File: config.mk
export PLATFORM = sky130hd
export DESIGN_NAME = enemy_terrain_probe_flat
export DESIGN_NICKNAME = d
export VERILOG_FILES = /design/src/rtl/enemy_terrain_probe_if.sv /design/src/rtl/enemy_terrain_probe.sv /design/src/flat_wrapper.sv
export SDC_FILE = /design/constraint.sdc
export NUM_CORES = 1
export LEC_CHECK = 0
export BUFFER_PORTS_ARGS = -buffer_cell sky130_fd_sc_hd__buf_4
export CAP_MARGIN = 40
export CORE_MARGIN = 10
export CORE_UTILIZATION = 60
export CTS_CLUSTER_DIAMETER = 150
export DETAILED_ROUTE_END_ITERATION = 16
export PLACE_DENSITY = 0.83
export SETUP_SLACK_MARGIN = 0.1
export SYNTH_ARGS = -nofsm -noshare
export SYNTH_HDL_FRONTEND = slang
export SYNTH_SLANG_ARGS = --single-unit
File: constraint.sdc
create_clock -name Clk -period 3.55 [get_ports Clk]
set_clock_uncertainty 0.2 [all_clocks]
set_input_delay 0.355 -clock Clk [delete_from_list [all_inputs] [get_ports Clk]]
set_output_delay 0.355 -clock Clk [all_outputs]
set_load 0.01 [all_outputs]
File: src/rtl/enemy_terrain_probe_if.sv
// Tile-map ROM bus between the terrain probe (master) and the map ROM (slave).
interface enemy_terrain_probe_if;
  localparam int unsigned ADDR_W = 9;
  localparam int unsigned TILE_W = 2;

  logic [ADDR_W-1:0] map_addr;
  logic              map_rd;
  logic [TILE_W-1:0] map_data;

  modport master (
    output map_addr,
    output map_rd,
    input  map_data
  );

  modport slave (
    input  map_addr,
    input  map_rd,
    output map_data
  );
endinterface

File: src/rtl/enemy_terrain_probe.sv
// Enemy terrain probe: on each frame strobe, reads the tile under the enemy's
// body and the tile under its feet, then updates walk/climb permissions.
module enemy_terrain_probe (
  input  logic                  Clk,
  input  logic                  Reset_n,
  input  logic                  frame_clk,
  input  logic [9:0]            EnemyX,
  input  logic [9:0]            EnemyY,
  enemy_terrain_probe_if.master map,
  output logic                  walk,
  output logic                  climb,
  output logic                  probe_done,
  output logic                  overrun
);

  localparam int unsigned POS_W   = 10;
  localparam int unsigned ADDR_W  = 9;
  localparam int unsigned TILE_W  = 2;
  localparam int unsigned IDX_W   = 5;
  localparam int unsigned MAX_COL = 23;
  localparam int unsigned MAX_ROW = 18;

  typedef enum logic [2:0] {
    IDLE,
    SNAP,
    RD_BODY,
    RD_FOOT,
    WAIT_FOOT,
    COMMIT
  } state_t;

  // Tile address of a pixel point: clamped (row, col) folded to row*24 + col.
  function automatic logic [ADDR_W-1:0] tile_addr(input logic [POS_W-1:0] px,
                                                  input logic [POS_W-1:0] py);
    logic [POS_W-1:0] cx;
    logic [POS_W-1:0] ry;
    logic [IDX_W-1:0] col;
    logic [IDX_W-1:0] row;
    cx  = px >> 3;
    ry  = py >> 3;
    col = (cx > POS_W'(MAX_COL)) ? IDX_W'(MAX_COL) : cx[IDX_W-1:0];
    row = (ry > POS_W'(MAX_ROW)) ? IDX_W'(MAX_ROW) : ry[IDX_W-1:0];
    return (ADDR_W'(row) << 4) + (ADDR_W'(row) << 3) + ADDR_W'(col);
  endfunction

  state_t              state_q, state_d;
  logic                sync1_q, sync2_q, hist_q;
  logic                warm1_q, warm2_q;
  logic                rise_c;
  logic                pending_q, pending_d;
  logic                overrun_q, overrun_d;
  logic [ADDR_W-1:0]   body_addr_c, foot_addr_c;
  logic [ADDR_W-1:0]   foot_addr_q, foot_addr_d;
  logic [ADDR_W-1:0]   map_addr_q, map_addr_d;
  logic                map_rd_q, map_rd_d;
  logic                body_ladder_q, body_ladder_d;
  logic [TILE_W-1:0]   foot_tile_q, foot_tile_d;
  logic                walk_q, walk_d;
  logic                climb_q, climb_d;
  logic                probe_done_q, probe_done_d;

  // Synchronize frame_clk; history stays high until the chain carries real
  // samples, so a strobe already high at reset release is not seen as a rise.
  always_ff @(posedge Clk or negedge Reset_n) begin
    if (!Reset_n) begin
      sync1_q <= 1'b0;
      sync2_q <= 1'b0;
      warm1_q <= 1'b0;
      warm2_q <= 1'b0;
      hist_q  <= 1'b1;
    end else begin
      sync1_q <= frame_clk;
      sync2_q <= sync1_q;
      warm1_q <= 1'b1;
      warm2_q <= warm1_q;
      hist_q  <= warm2_q ? sync2_q : hist_q;
    end
  end

  assign rise_c = sync2_q & ~hist_q;

  // Probe points from the live position; only sampled in SNAP.
  always_comb begin
    body_addr_c = tile_addr(EnemyX + POS_W'(4), EnemyY + POS_W'(4));
    foot_addr_c = tile_addr(EnemyX + POS_W'(4), EnemyY + POS_W'(8));
  end

  // Next-state, request bookkeeping and ROM sequencing.
  always_comb begin
    state_d       = state_q;
    pending_d     = pending_q;
    overrun_d     = overrun_q;
    foot_addr_d   = foot_addr_q;
    map_addr_d    = map_addr_q;
    map_rd_d      = 1'b0;
    body_ladder_d = body_ladder_q;
    foot_tile_d   = foot_tile_q;
    walk_d        = walk_q;
    climb_d       = climb_q;
    probe_done_d  = 1'b0;

    if (rise_c && (state_q != IDLE)) begin
      if (pending_q) overrun_d = 1'b1;
      else           pending_d = 1'b1;
    end

    case (state_q)
      IDLE: begin
        if (rise_c || pending_q) begin
          state_d   = SNAP;
          // A fresh rise coinciding with a consumed pending request stays queued.
          pending_d = rise_c && pending_q;
        end
      end
      SNAP: begin
        state_d     = RD_BODY;
        foot_addr_d = foot_addr_c;
        map_addr_d  = body_addr_c;
        map_rd_d    = 1'b1;
      end
      RD_BODY: begin
        state_d    = RD_FOOT;
        map_addr_d = foot_addr_q;
        map_rd_d   = 1'b1;
      end
      RD_FOOT: begin
        state_d       = WAIT_FOOT;
        body_ladder_d = map.map_data[1];
      end
      WAIT_FOOT: begin
        state_d     = COMMIT;
        foot_tile_d = map.map_data;
      end
      COMMIT: begin
        state_d      = IDLE;
        walk_d       = foot_tile_q[0];
        climb_d      = body_ladder_q | foot_tile_q[1];
        probe_done_d = 1'b1;
      end
      default: state_d = IDLE;
    endcase
  end

  // State and datapath registers; reset aborts any probe in flight.
  always_ff @(posedge Clk or negedge Reset_n) begin
    if (!Reset_n) begin
      state_q       <= IDLE;
      pending_q     <= 1'b0;
      overrun_q     <= 1'b0;
      foot_addr_q   <= '0;
      map_addr_q    <= '0;
      map_rd_q      <= 1'b0;
      body_ladder_q <= 1'b0;
      foot_tile_q   <= '0;
      walk_q        <= 1'b0;
      climb_q       <= 1'b0;
      probe_done_q  <= 1'b0;
    end else begin
      state_q       <= state_d;
      pending_q     <= pending_d;
      overrun_q     <= overrun_d;
      foot_addr_q   <= foot_addr_d;
      map_addr_q    <= map_addr_d;
      map_rd_q      <= map_rd_d;
      body_ladder_q <= body_ladder_d;
      foot_tile_q   <= foot_tile_d;
      walk_q        <= walk_d;
      climb_q       <= climb_d;
      probe_done_q  <= probe_done_d;
    end
  end

  assign map.map_addr = map_addr_q;
  assign map.map_rd   = map_rd_q;
  assign walk         = walk_q;
  assign climb        = climb_q;
  assign probe_done   = probe_done_q;
  assign overrun      = overrun_q;

endmodule

File: src/flat_wrapper.sv
// flat-port wrapper written by rule: the top's interface ports become plain ports
module enemy_terrain_probe_flat 
  (Clk, Reset_n, frame_clk, EnemyX, EnemyY, walk, climb, probe_done, overrun, map_map_addr, map_map_rd, map_map_data);
  enemy_terrain_probe_if map_i ();
  input  logic Clk;
  input  logic Reset_n;
  input  logic frame_clk;
  input  logic [9:0] EnemyX;
  input  logic [9:0] EnemyY;
  output logic walk;
  output logic climb;
  output logic probe_done;
  output logic overrun;
  output wire logic [$bits(map_i.map_addr)-1:0] map_map_addr;
  output wire logic [$bits(map_i.map_rd)-1:0] map_map_rd;
  input wire logic [$bits(map_i.map_data)-1:0] map_map_data;
  assign map_map_addr = map_i.map_addr;
  assign map_map_rd = map_i.map_rd;
  assign map_i.map_data = map_map_data;
  enemy_terrain_probe u_core (.Clk(Clk), .Reset_n(Reset_n), .frame_clk(frame_clk), .EnemyX(EnemyX), .EnemyY(EnemyY), .map(map_i), .walk(walk), .climb(climb), .probe_done(probe_done), .overrun(overrun));
endmodule
Word-level counts from Yosys, hierarchy flattened

Index checks and enable logic that the tools add are counted.

Word-level logic and storage cells: 54
Input bits: 25
Output and inout port bits: 14
Flip-flop bits (word level): 35

Bitwise logic cells: 3
Reduce and logical (&&, ||, !) cells: 8
Equal/unequal tests: 6
$lt $le $gt $ge: 3
Muxes and demuxes: 11
$add $sub $neg: 7

Operators with widths:

| cell                                                                            | count |
|---|---|
| 7-bit by 5-bit greater-than comparator with 1-bit output, second input constant | 3 |
| 10-bit by 3-bit adder with 10-bit output, second input constant                 | 2 |
| 9-bit by 5-bit adder with 9-bit output                                          | 2 |
| 9-bit by 8-bit adder with 9-bit output                                          | 2 |
| 9-bit one-hot mux with 2 select lines                                           | 1 |
| 5-bit two-way mux                                                               | 3 |
| 3-bit one-hot mux with 5 select lines                                           | 1 |
| 10-bit by 4-bit adder with 10-bit output, second input constant                 | 1 |
| 3-bit by 2-bit equality test with 1-bit output, second input constant           | 2 |
| 3-bit equality test, second input constant                                      | 2 |
| 1-bit two-way mux                                                               | 5 |
| 3-bit by 1-bit equality test with 1-bit output, second input constant           | 1 |
| 3-bit zero test                                                                 | 1 |
| 3-bit two-way mux                                                               | 1 |
| 3-bit nonzero test                                                              | 1 |
| 1-bit logical AND                                                               | 2 |
| 2-bit by 1-bit inequality test with 1-bit output, second input constant         | 1 |
| 2-bit AND reduction                                                             | 1 |
| 2-bit nonzero test                                                              | 1 |
| 2-bit OR reduction                                                              | 1 |
| 1-bit bitwise AND                                                               | 1 |
| 1-bit logical OR                                                                | 1 |
| 1-bit inverter                                                                  | 1 |
| 1-bit OR                                                                        | 1 |

Longest topological paths before layout

Gate-level depths: netlist (run 1).

Depth after elaboration: 6
Mapped depth: 16
Depth with buffers taken out: 16

Worst setup path after synthesis (run 1)

Ideal clock, no wire load.

Path type: input -> register
Start point: input EnemyY[2]
End point: register u_core.map_addr_q[6] (netlist: u_core.map.map_addr[6])
Buffers on the path: 0
Path slack: 0.068 ns
Setup time: 0.126 ns
Required time: 3.224 ns
Data arrival time: 3.156 ns
Cell stages on the path: 14
Cells stage by stage: ha_1 nand2_1 or2_4 mux2_4 o32a_2 a211o_1 fa_1 inv_1 ha_1 inv_1 fa_1 xor2_1 nor2_1 a221o_1

Longest elaborated chain between the ends: 6

Ends and longest elaborated chain:

| item                                                     | line                       | RTL |
|---|---|---|
| start: declaration                                       | flat_wrapper.sv:9          | `input logic [9:0] EnemyY;` |
| 10-bit by 3-bit adder with 10-bit output (*)             | enemy_terrain_probe.sv:84  | `body_addr_c = tile_addr(EnemyX + POS_W'(4), EnemyY + POS_W'(4));` |
| 7-bit by 5-bit greater-than comparator with 1-bit output | enemy_terrain_probe.sv:42  | `row = (ry > POS_W'(MAX_ROW)) ? IDX_W'(MAX_ROW) : ry[IDX_W-1:0];` |
| 5-bit two-way mux (*)                                    | enemy_terrain_probe.sv:42  |  |
| 9-bit by 8-bit adder with 9-bit output (*)               | enemy_terrain_probe.sv:43  | `return (ADDR_W'(row) << 4) + (ADDR_W'(row) << 3) + ADDR_W'(col);` |
| 9-bit by 5-bit adder with 9-bit output (*)               | enemy_terrain_probe.sv:43  |  |
| 9-bit one-hot mux with 2 select lines (*)                | enemy_terrain_probe.sv:107 | `case (state_q)` |
| end signal: assignment                                   | enemy_terrain_probe.sv:163 | `map_addr_q <= map_addr_d;` |
| end: declaration                                         | enemy_terrain_probe.sv:54  | `logic [ADDR_W-1:0] map_addr_q, map_addr_d;` |

Mark *: on every way between the ends. The rest lies on a longest branch, timed or not.
A chain may end at the register's enable or synchronous reset.

Worst setup path after layout (run 1)

Start point: input EnemyY[3]
End point: register u_core.map_addr_q[8] (netlist: u_core.map.map_addr[8])

The elaborated chain is that of the path after synthesis.

==> impl_metrics.toml, run 1 <==
[finish]
seq_area_um2 = 877
diodes = 0
drive_gt1_share_pct = 29.1
multi_input_area_um2 = 1360
fillers = 255
area_growth_pct = 26.6
num-nets-final = 341

[detailed_routing]
routed.top_layer = "met4"
wl_met3_um = 220
vias = 1883
drt-vias-per-instance = 5.54
routed_wl_um = 4860
drtIter0Drc = 143
wl_per_cell_um = 14.3
met1_length_um = 2150
ant_nets = 0
dr.pass1.iters = 4
drc_errors = 0
wl_met2_um = 2400

[floorplanning]
io_pins = 39
die_y_um = 81.7
core-area_um2 = 3660
row_count = 22
initial_utilization_pct = 62.5
chipWidth_um = 81.7
dieArea_um2 = 6680

[logic_synthesis]
async_flop_share_pct = 100
synth-edff-count = 0
synthTopCellsByCount = "dfrtp_1, nand2_1, ha_1"
yosys_warnings = 0
postSynthCellCount = 237
yosysTopAreaCellShare_pct = 37.2
synth-seq-cells = 35
synthesis.nets = 287
syn_area_per_cell_um2 = 9.65
synth_most_common_cell = "dfrtp_1"
synth_area_leaders = "dfrtp_1, ha_1, xor2_1"
netlist_area_um2 = 2290
yosys.area.top_type = "dfrtp_1"
ys_types = 47
ys.flop_type = "dfrtp_1"
synth_seq_area_share_pct = 38.3

[sta]
timing.hold.ws_ns = 0.107
finalSetupViolations = 0
maxSlewViolCount = 0
fmax_mhz = 302
slew_headroom_pct = 50.2
hold_viol_final = 0
tightestPinTransition_ns = 0.744
period_share_pct = 93.3
setup_ws_ns = 0.239
rsz0062_at_grt = "true"
min_period_ns = 3.31

[global_route]
grt_max_degree = 36
grt_pass1_wl_um = 8380
grt_overflow_total = 0
grt_pass1_vias = 1855
grt_antenna_before_repair = 0
grtUsageTotal_pct = 15.8

[worst_setup_path]
worst_r2r_path_depth = 5
worstSetupStartpointType = "input pin"
startpoint = "EnemyY[3]"
crit_chain = "buf_4, ha_1, nand2_2, buf_4, nand2b_1, a21oi_2, o21bai_1, a211o_1, fa_1, inv_1, ha_2, inv_2, fa_2, inv_2, a21o_1, a21oi_2, xor2_1, o21ai_1"
cp.arrival_ns = 3.26
rr_endpoint = "u_core.map.map_addr[0]"
crit_fanout = 3
cp.required_ns = 3.50
critical_path_class = "input pin to flip-flop"
rr_startpoint = "u_core.state_q[0]"
crit_path_max_incr_delay_ns = 0.43
slowest_stage = "fa_1"
cp-end-kind = "flip-flop"
regToRegSetupSlack_ns = 1.24

[worst_hold_path]
min_to = "u_core.foot_tile_q[0]"
min_from = "map_map_data[0]"
hold_path_class = "input pin to flip-flop"
worstHoldPathCells = 2

[clocking]
cts_tree = "done"
cts_root_buf = "clkbuf_8"
cts.htree.levels = 2
clock_path_buffers = 2
numCtsBuffers = 5
insertion_delay_ns = 0.29
cts.sinks = 35
clk_pin_slew_ns = 0.06

[power_and_ir_drop]
ir_drop_v = 0.000287
power_frac_clock_pct = 20.6
switching_power_uw = 615
pwr-share-comb_pct = 40.2
pwr-share-seq_pct = 39.2
p_leak_uw = 0.00140
p_per_area_nw_per_um2 = 592
switching_share_pct = 35.9
power.internal_uw = 1100

[placement]
dp_hpwl_um = 3730
dpl_worst_slack_ns = -0.116
port_buffers = 34
routabilityCongestion = 0.784

[run_status]
outcome = "completed"

[flow_run]
max_cap_violations = 0
## cell families (layout without fill, tap and decap cells)
group	count (synthesis)	count (layout)	synth area share [%]
multiplexers	6	6	3.12
adder cells (fa/ha/maj)	25	25	15.0
other	1	1	0.164
flip-flops	35	35	38.3
buffers and inverters	26	81	4.87
XOR/XNOR	17	17	6.51
AND/OR/NAND/NOR	81	81	18.4
AO/OA/AOI/OAI	46	46	13.6
## state kept, by name, indices dropped and copies added (netlist names), 2 cells and up
register and count:
u_core.foot_addr_q 9, u_core.state_q 3, u_core.map.map_addr 9, u_core.foot_tile_q 2
## worst max path at each step
stage	cells after the start	end	slack (ns)
2_1_floorplan	16	u_core.map.map_addr[8]	0.11
3_3_place_gp	17	u_core.map.map_addr[8]	-0.03
3_5_place_dp	17	u_core.map.map_addr[8]	-0.12
4_1_cts	17	u_core.map.map_addr[8]	0.16
5_1_grt	18	u_core.map.map_addr[8]	0.03
6_report	18	u_core.map.map_addr[8]	0.24
## worst max-delay path, delay by kind of cell
kind	cells	cell delay, ns
fa+ha+maj	4	1.25
compound gates	6	0.89
buf+inv	5	0.44
simple gates	2	0.18
xor+xnor	1	0.16
## per-stage QoR
stage / instance area (um^2) / utilization [%] / TNS, ns / total power, uW / cells
after floorplan: 2310 / - / 0 / 1100 / 237
after global placement: 2720 / 74.3 / -0.0697 / 1330 / 330
after detailed placement: 2720 / 74.3 / -0.300 / 1360 / 330
after CTS: 2850 / 78.0 / 0 / 1720 / 340
after global routing: 2900 / 79.1 / 0 / 1850 / 340
final: 2900 / 79.1 / 0 / 1710 / 340
## power by group through the flow
stage	Clock [uW]	Sequential, uW	Combinational [uW]
final	353	673	690
after global routing	377	696	782
after CTS	357	671	696
after detailed placement	0	677	682
after global placement	0	669	658
after floorplan	0	661	438
## area by class of cell
type,instances,share of cell area (%)
inverter,18,2.33
clock inverter,3,1.51
clock buffer,5,2.38
tap,48,2.07
multi-input combinational,176,47.0
sequential,35,30.3
timing repair buffer,55,14.4
## cell usage in the layout, fill, tap and decap left out, types with 3 or more instances in the layout
| cell | n |
|---|---|
| inv_1 | 16 |
| nand2b_1 | 3 |
| buf_4 | 53 |
| fa_1 | 3 |
| mux2_2 | 5 |
| xnor2_1 | 3 |
| nor3_2 | 3 |
| a31oi_1 | 4 |
| a21oi_1 | 4 |
| nand3_1 | 6 |
| o21ai_0 | 4 |
| ha_1 | 19 |
| clkbuf_8 | 5 |
| a22oi_1 | 8 |
| nand2_1 | 27 |
| nor2_1 | 14 |
| xor2_1 | 13 |
| o21ai_1 | 7 |
| dfrtp_1 | 34 |
| nor3_1 | 6 |
| a21o_1 | 4 |
## metal layers
metal | vias up | global-route usage (%)
li1 | 932 | -
met1 | 901 | 19.3
met2 | 41 | 26.0
met3 | 9 | 3.93
met4 | 0 | 6.63
met5 | - | 0
## timing repair
item,4_1_cts,5_1_grt
gates resized for setup,0,10
hold buffers,2,0
setup endpoints to repair,0,3
hold endpoints to repair,35,0
buffers inserted,0,0
(Power assumes the default switching activity.)
==> run 2, diff against run 1 <==
--- a/config.mk
+++ b/config.mk
@@ -11,7 +11,7 @@
 export CORE_UTILIZATION = 60
 export CTS_CLUSTER_DIAMETER = 150
 export DETAILED_ROUTE_END_ITERATION = 16
-export PLACE_DENSITY = 0.83
+export PLACE_DENSITY = 0.84
 export SETUP_SLACK_MARGIN = 0.1
 export SYNTH_ARGS = -nofsm -noshare
 export SYNTH_HDL_FRONTEND = slang
==> run 2 against run 1 <==
Compared with the run above:
- clock-buffer cell count up 1
- worst setup slack worse by 0.0058 ns
- first-iteration DRC count down 48%
==> impl_metrics.toml, run 2 (same netlist as run 1, synthesis figures left out) <==
[power_and_ir_drop]
ir_drop_v = 0.000317
pwr-share-comb_pct = 40.1
p_per_area_nw_per_um2 = 593
switching_power_uw = 607
switching_share_pct = 35.6
total_power_uw = 1710
p_leak_uw = 0.00140
power_frac_clock_pct = 20.6
power.internal_uw = 1100
pwr-share-seq_pct = 39.3

[worst_setup_path]
cp.required_ns = 3.49
worstSetupStartpointType = "input pin"
cp-end-kind = "flip-flop"
slowest_stage = "or3_1"
path_buf_inv = 2
cp.arrival_ns = 3.26
crit_path_max_incr_delay_ns = 0.37
crit_fanout = 6
critPathTopFamily = "adder cells"
critical_path_class = "input pin to flip-flop"
crit_chain = "buf_4, ha_2, nand2_1, or2_4, mux2_4, o32a_4, buf_4, or3_1, ha_1, ha_1, a21o_1, a21oi_1, xor2_1, o21ai_1"

[floorplanning]
row_count = 22
chipWidth_um = 81.7
core-area_um2 = 3660
io_pins = 39
dieArea_um2 = 6680
die_y_um = 81.7
initial_utilization_pct = 62.5

[global_route]
grt_pass1_vias = 1890
grt_pass1_wl_um = 8240
grt_max_degree = 36
grt_overflow_total = 0
grtUsageTotal_pct = 15.4
grt_antenna_before_repair = 0

[finish]
fillers = 277
final_cell_mix = "buf_4, dfrtp_1, nand2_1"
drive_gt1_share_pct = 27.6
area_growth_pct = 25.8
diodes = 0
final_cell_count_no_fill = 341
post-route-util_pct = 78.6
design_area_um2 = 2880
num-nets-final = 342
layout_commonest_cell = "buf_4"

[clocking]
cts.htree.levels = 2
cts.sinks = 35
numCtsBuffers = 5
clock_path_buffers = 2
cts_root_buf = "clkbuf_8"
insertion_delay_ns = 0.29
clk_pin_slew_ns = 0.07
cts_tree = "done"

[placement]
routabilityCongestion = 0.813
placed_area_um2 = 2720
port_buffers = 34
dp_hpwl_um = 3720
dp_cells = 330

[sta]
tightestPinTransition_ns = 0.771
maxSlewViolCount = 0
fmax_mhz = 301
rsz0062_at_grt = "true"
period_share_pct = 93.4
fin_setup_tns_ns = 0
finalSetupViolations = 0
slew_headroom_pct = 48.4
min_period_ns = 3.32
hold_viol_final = 0

[detailed_routing]
drc_errors = 0
routed_wl_um = 4760
wl_per_cell_um = 14.0
ant_nets = 0
dr.pass1.iters = 4
drt-vias-per-instance = 5.55
drtIter0Drc = 75
vias = 1892

[run_status]
outcome = "completed"

[worst_hold_path]
hold_path_class = "input pin to flip-flop"

[flow_run]
max_cap_violations = 0
-- run 2: metrics by stage --
stage	setup WS, ns	hold slack, ns
after floorplan	0.108	-0.141
after global routing	0.0677	0.0955
after CTS	0.211	0.0981
final	0.233	0.106
after global placement	-0.0256	0.120
after detailed placement	-0.0770	0.122
-- run 2: power groups by stage --
stage               combinational [uW]  clock, uW  sequential, uW
detailed placement                 684          0             678
floorplan                          438          0             661
CTS                                693        358             672
global placement                   657          0             669
global route                       765        380             694
finish                             684        351             671
-- run 2: timing repair --
action,CTS,global route
hold endpoints to repair,35,0
endpoints found under the setup margin,0,4
setup buffers,0,1
hold buffers,2,0
gates resized for setup,0,5
-- run 2: layout make-up --
type | count | area (um^2) | share of cell area [%]
clock buffer | 6 | 72.6 | 2.52
clock inverter | 2 | 37.5 | 1.30
inverter | 18 | 67.6 | 2.35
multi-input combinational | 176 | 1340 | 46.5
sequential | 35 | 877 | 30.5
tap | 48 | 60.1 | 2.09
timing repair buffer | 56 | 425 | 14.8
-- run 2: layer usage --
layer  global-route usage (%)  share of wire (%)
met5                        0                  0
met4                     8.16                3.1
met3                     5.24                5.2
met2                     24.5                 49
met1                     17.9                 43
-- run 2: worst paths after layout --
check | end | start | cells past startpoint | slack (ns)
worst max-delay path | u_core.map.map_addr[7] | EnemyY[3] | 14 | 0.23
max in group asynchronous | u_core.hist_q | Reset_n | 2 | 2.47
worst max register to register | u_core.map.map_addr[0] | u_core.state_q[2] | 5 | 1.28
min in group asynchronous | u_core.sync1_q | Reset_n | 2 | 0.35
worst min register to register | u_core.warm2_q | u_core.warm1_q | 0 | 0.15
worst min-delay path | u_core.foot_tile_q[0] | map_map_data[0] | 2 | 0.11
==> run 3, diff against run 2 <==
--- a/config.mk
+++ b/config.mk
@@ -12,6 +12,7 @@
 export CTS_CLUSTER_DIAMETER = 150
 export DETAILED_ROUTE_END_ITERATION = 16
 export PLACE_DENSITY = 0.84
+export REMOVE_ABC_BUFFERS = 1
 export SETUP_SLACK_MARGIN = 0.1
 export SYNTH_ARGS = -nofsm -noshare
 export SYNTH_HDL_FRONTEND = slang
==> run 3 against run 2 <==
Compared with the run above:
- sequential power about the same
- highest routed layer unchanged
- cell count decreased by 0.29%
- routed wire length increased by 3.4%
- combinational power up 1%
- critical path type unchanged
- critical path depth grew 1
- utilization grew 0.44 points
- worst setup slack worse by 0.076 ns
- register-to-register slack worse by 0.04 ns
- first-iteration DRC count up 75%
==> impl_metrics.toml, run 3 (same netlist as run 1, synthesis figures left out) <==
[run_status]
outcome = "completed"

[worst_setup_path]
worstSetupStartpointType = "input pin"
cp.arrival_ns = 3.37
crit_fanout = 3
critical_path_class = "input pin to flip-flop"
cp-end-kind = "flip-flop"
worst_r2r_path_depth = 5
cp.required_ns = 3.52

[floorplanning]
dieArea_um2 = 6680
chipWidth_um = 81.7
die_y_um = 81.7
core-area_um2 = 3660
row_count = 22
io_pins = 39
initial_utilization_pct = 62.5

[global_route]
grt_pass1_wl_um = 8090
grt_overflow_total = 0
grt_pass1_vias = 1799
grt_max_degree = 36
grt_antenna_before_repair = 0
grtUsageTotal_pct = 15.1

[detailed_routing]
dr.pass1.iters = 4
wl_met2_um = 2530
vias = 1898
ant_nets = 0
drtIter0Drc = 131
routed_wl_um = 4920
wl_met3_um = 252
drc_errors = 0
met1_length_um = 2040
routed.top_layer = "met4"
wl_per_cell_um = 14.5
drt-vias-per-instance = 5.58

[worst_hold_path]
worstHoldPathCells = 2
hold_path_class = "input pin to flip-flop"

[sta]
slew_headroom_pct = 50.4
finalSetupViolations = 0
hold_viol_final = 0
rsz0062_at_grt = "true"
period_share_pct = 95.6
timing.hold.ws_ns = 0.113
min_period_ns = 3.39
maxSlewViolCount = 0
tightestPinTransition_ns = 0.742
fmax_mhz = 295

[finish]
final_cell_count_no_fill = 340
layout_commonest_cell = "buf_4"
post-route-util_pct = 79.0
num-nets-final = 341
drive_gt1_share_pct = 29.1
area_growth_pct = 26.5
diodes = 0
final_cell_mix = "buf_4, dfrtp_1, nand2_1"
design_area_um2 = 2890

[power_and_ir_drop]
ir_drop_v = 0.000353
p_leak_uw = 0.00139
total_power_uw = 1670
p_per_area_nw_per_um2 = 577

[clocking]
insertion_delay_ns = 0.29
cts_tree = "done"
numCtsBuffers = 5
cts.htree.levels = 2
cts_root_buf = "clkbuf_8"
cts.sinks = 35
clk_pin_slew_ns = 0.07
clock_path_buffers = 2

[placement]
dp_hpwl_um = 3700
routabilityCongestion = 0.851
dp_cells = 329
port_buffers = 34
placed_area_um2 = 2690

[flow_run]
max_cap_violations = 0
run 3: cell types whose count changed in the layout (fill, tap and decap cells not counted), sizes merged:
cell / previous run / this run
bufinv: 1 / 0
buf: 54 / 53
clkinv: 0 / 1
run 3: metal layers:
layer  vias to the layer above  track usage [%]
li1                        929                -
met1                       910             18.6
met2                        49             25.3
met3                        10             2.62
met4                         0             6.80
met5                         -                0
run 3: worst max-delay path, stage by stage:
cell	delay (ns)
buf_8	0.08
ha_4	0.13
nand2_2	0.06
or2_4	0.26
mux2_4	0.30
o32a_4	0.20
a211o_1	0.26
fa_1	0.50
inv_2	0.09
ha_4	0.15
inv_4	0.04
fa_2	0.39
xor2_1	0.20
nor2_1	0.06
a221o_1	0.29
run 3: report_power, final:
group          switching, uW  total (uW)  leakage [uW]  internal [uW]
Clock                    145         304     0.0000474            158
Combinational            362         693      0.000928            331
Sequential               113         673      0.000414            560
Total                    620        1670       0.00139           1050
run 3: layout make-up:
class / count / area [um^2]
Multi-Input combinational cell: 176 / 1360
Sequential cell: 35 / 877
Fill cell: 239 / 768
Timing Repair Buffer: 55 / 429
Clock buffer: 6 / 82.6
Inverter: 18 / 70.1
Tap cell: 48 / 60.1
Clock inverter: 2 / 16.3
run 3: final timing paths:
check	startpoint	to	slack, ns
min in group asynchronous	Reset_n	u_core.foot_addr_q[1]	0.34
max in group asynchronous	Reset_n	u_core.hist_q	2.48
setup / recovery	EnemyY[3]	u_core.map.map_addr[6]	0.16
hold reg to reg	u_core.warm1_q	u_core.warm2_q	0.15
hold / removal	map_map_data[0]	u_core.foot_tile_q[0]	0.11
setup reg to reg	u_core.state_q[2]	u_core.map.map_addr[0]	1.24
run 3: through the flow:
step	setup TNS, ns	setup WS [ns]
3_3_place_gp	-0.214	-0.119
6_report	0	0.157
3_5_place_dp	-0.526	-0.218
4_1_cts	0	0.112
2_1_floorplan	0	0.0617
5_1_grt	0	0.0479
run 3: timing repair:
action	in CTS	in global routing
pin swaps	0	11
endpoints found under the hold margin	35	0
setup buffers	0	1
hold buffers	2	0
gates resized for setup	1	18
setup endpoints to repair	2	3
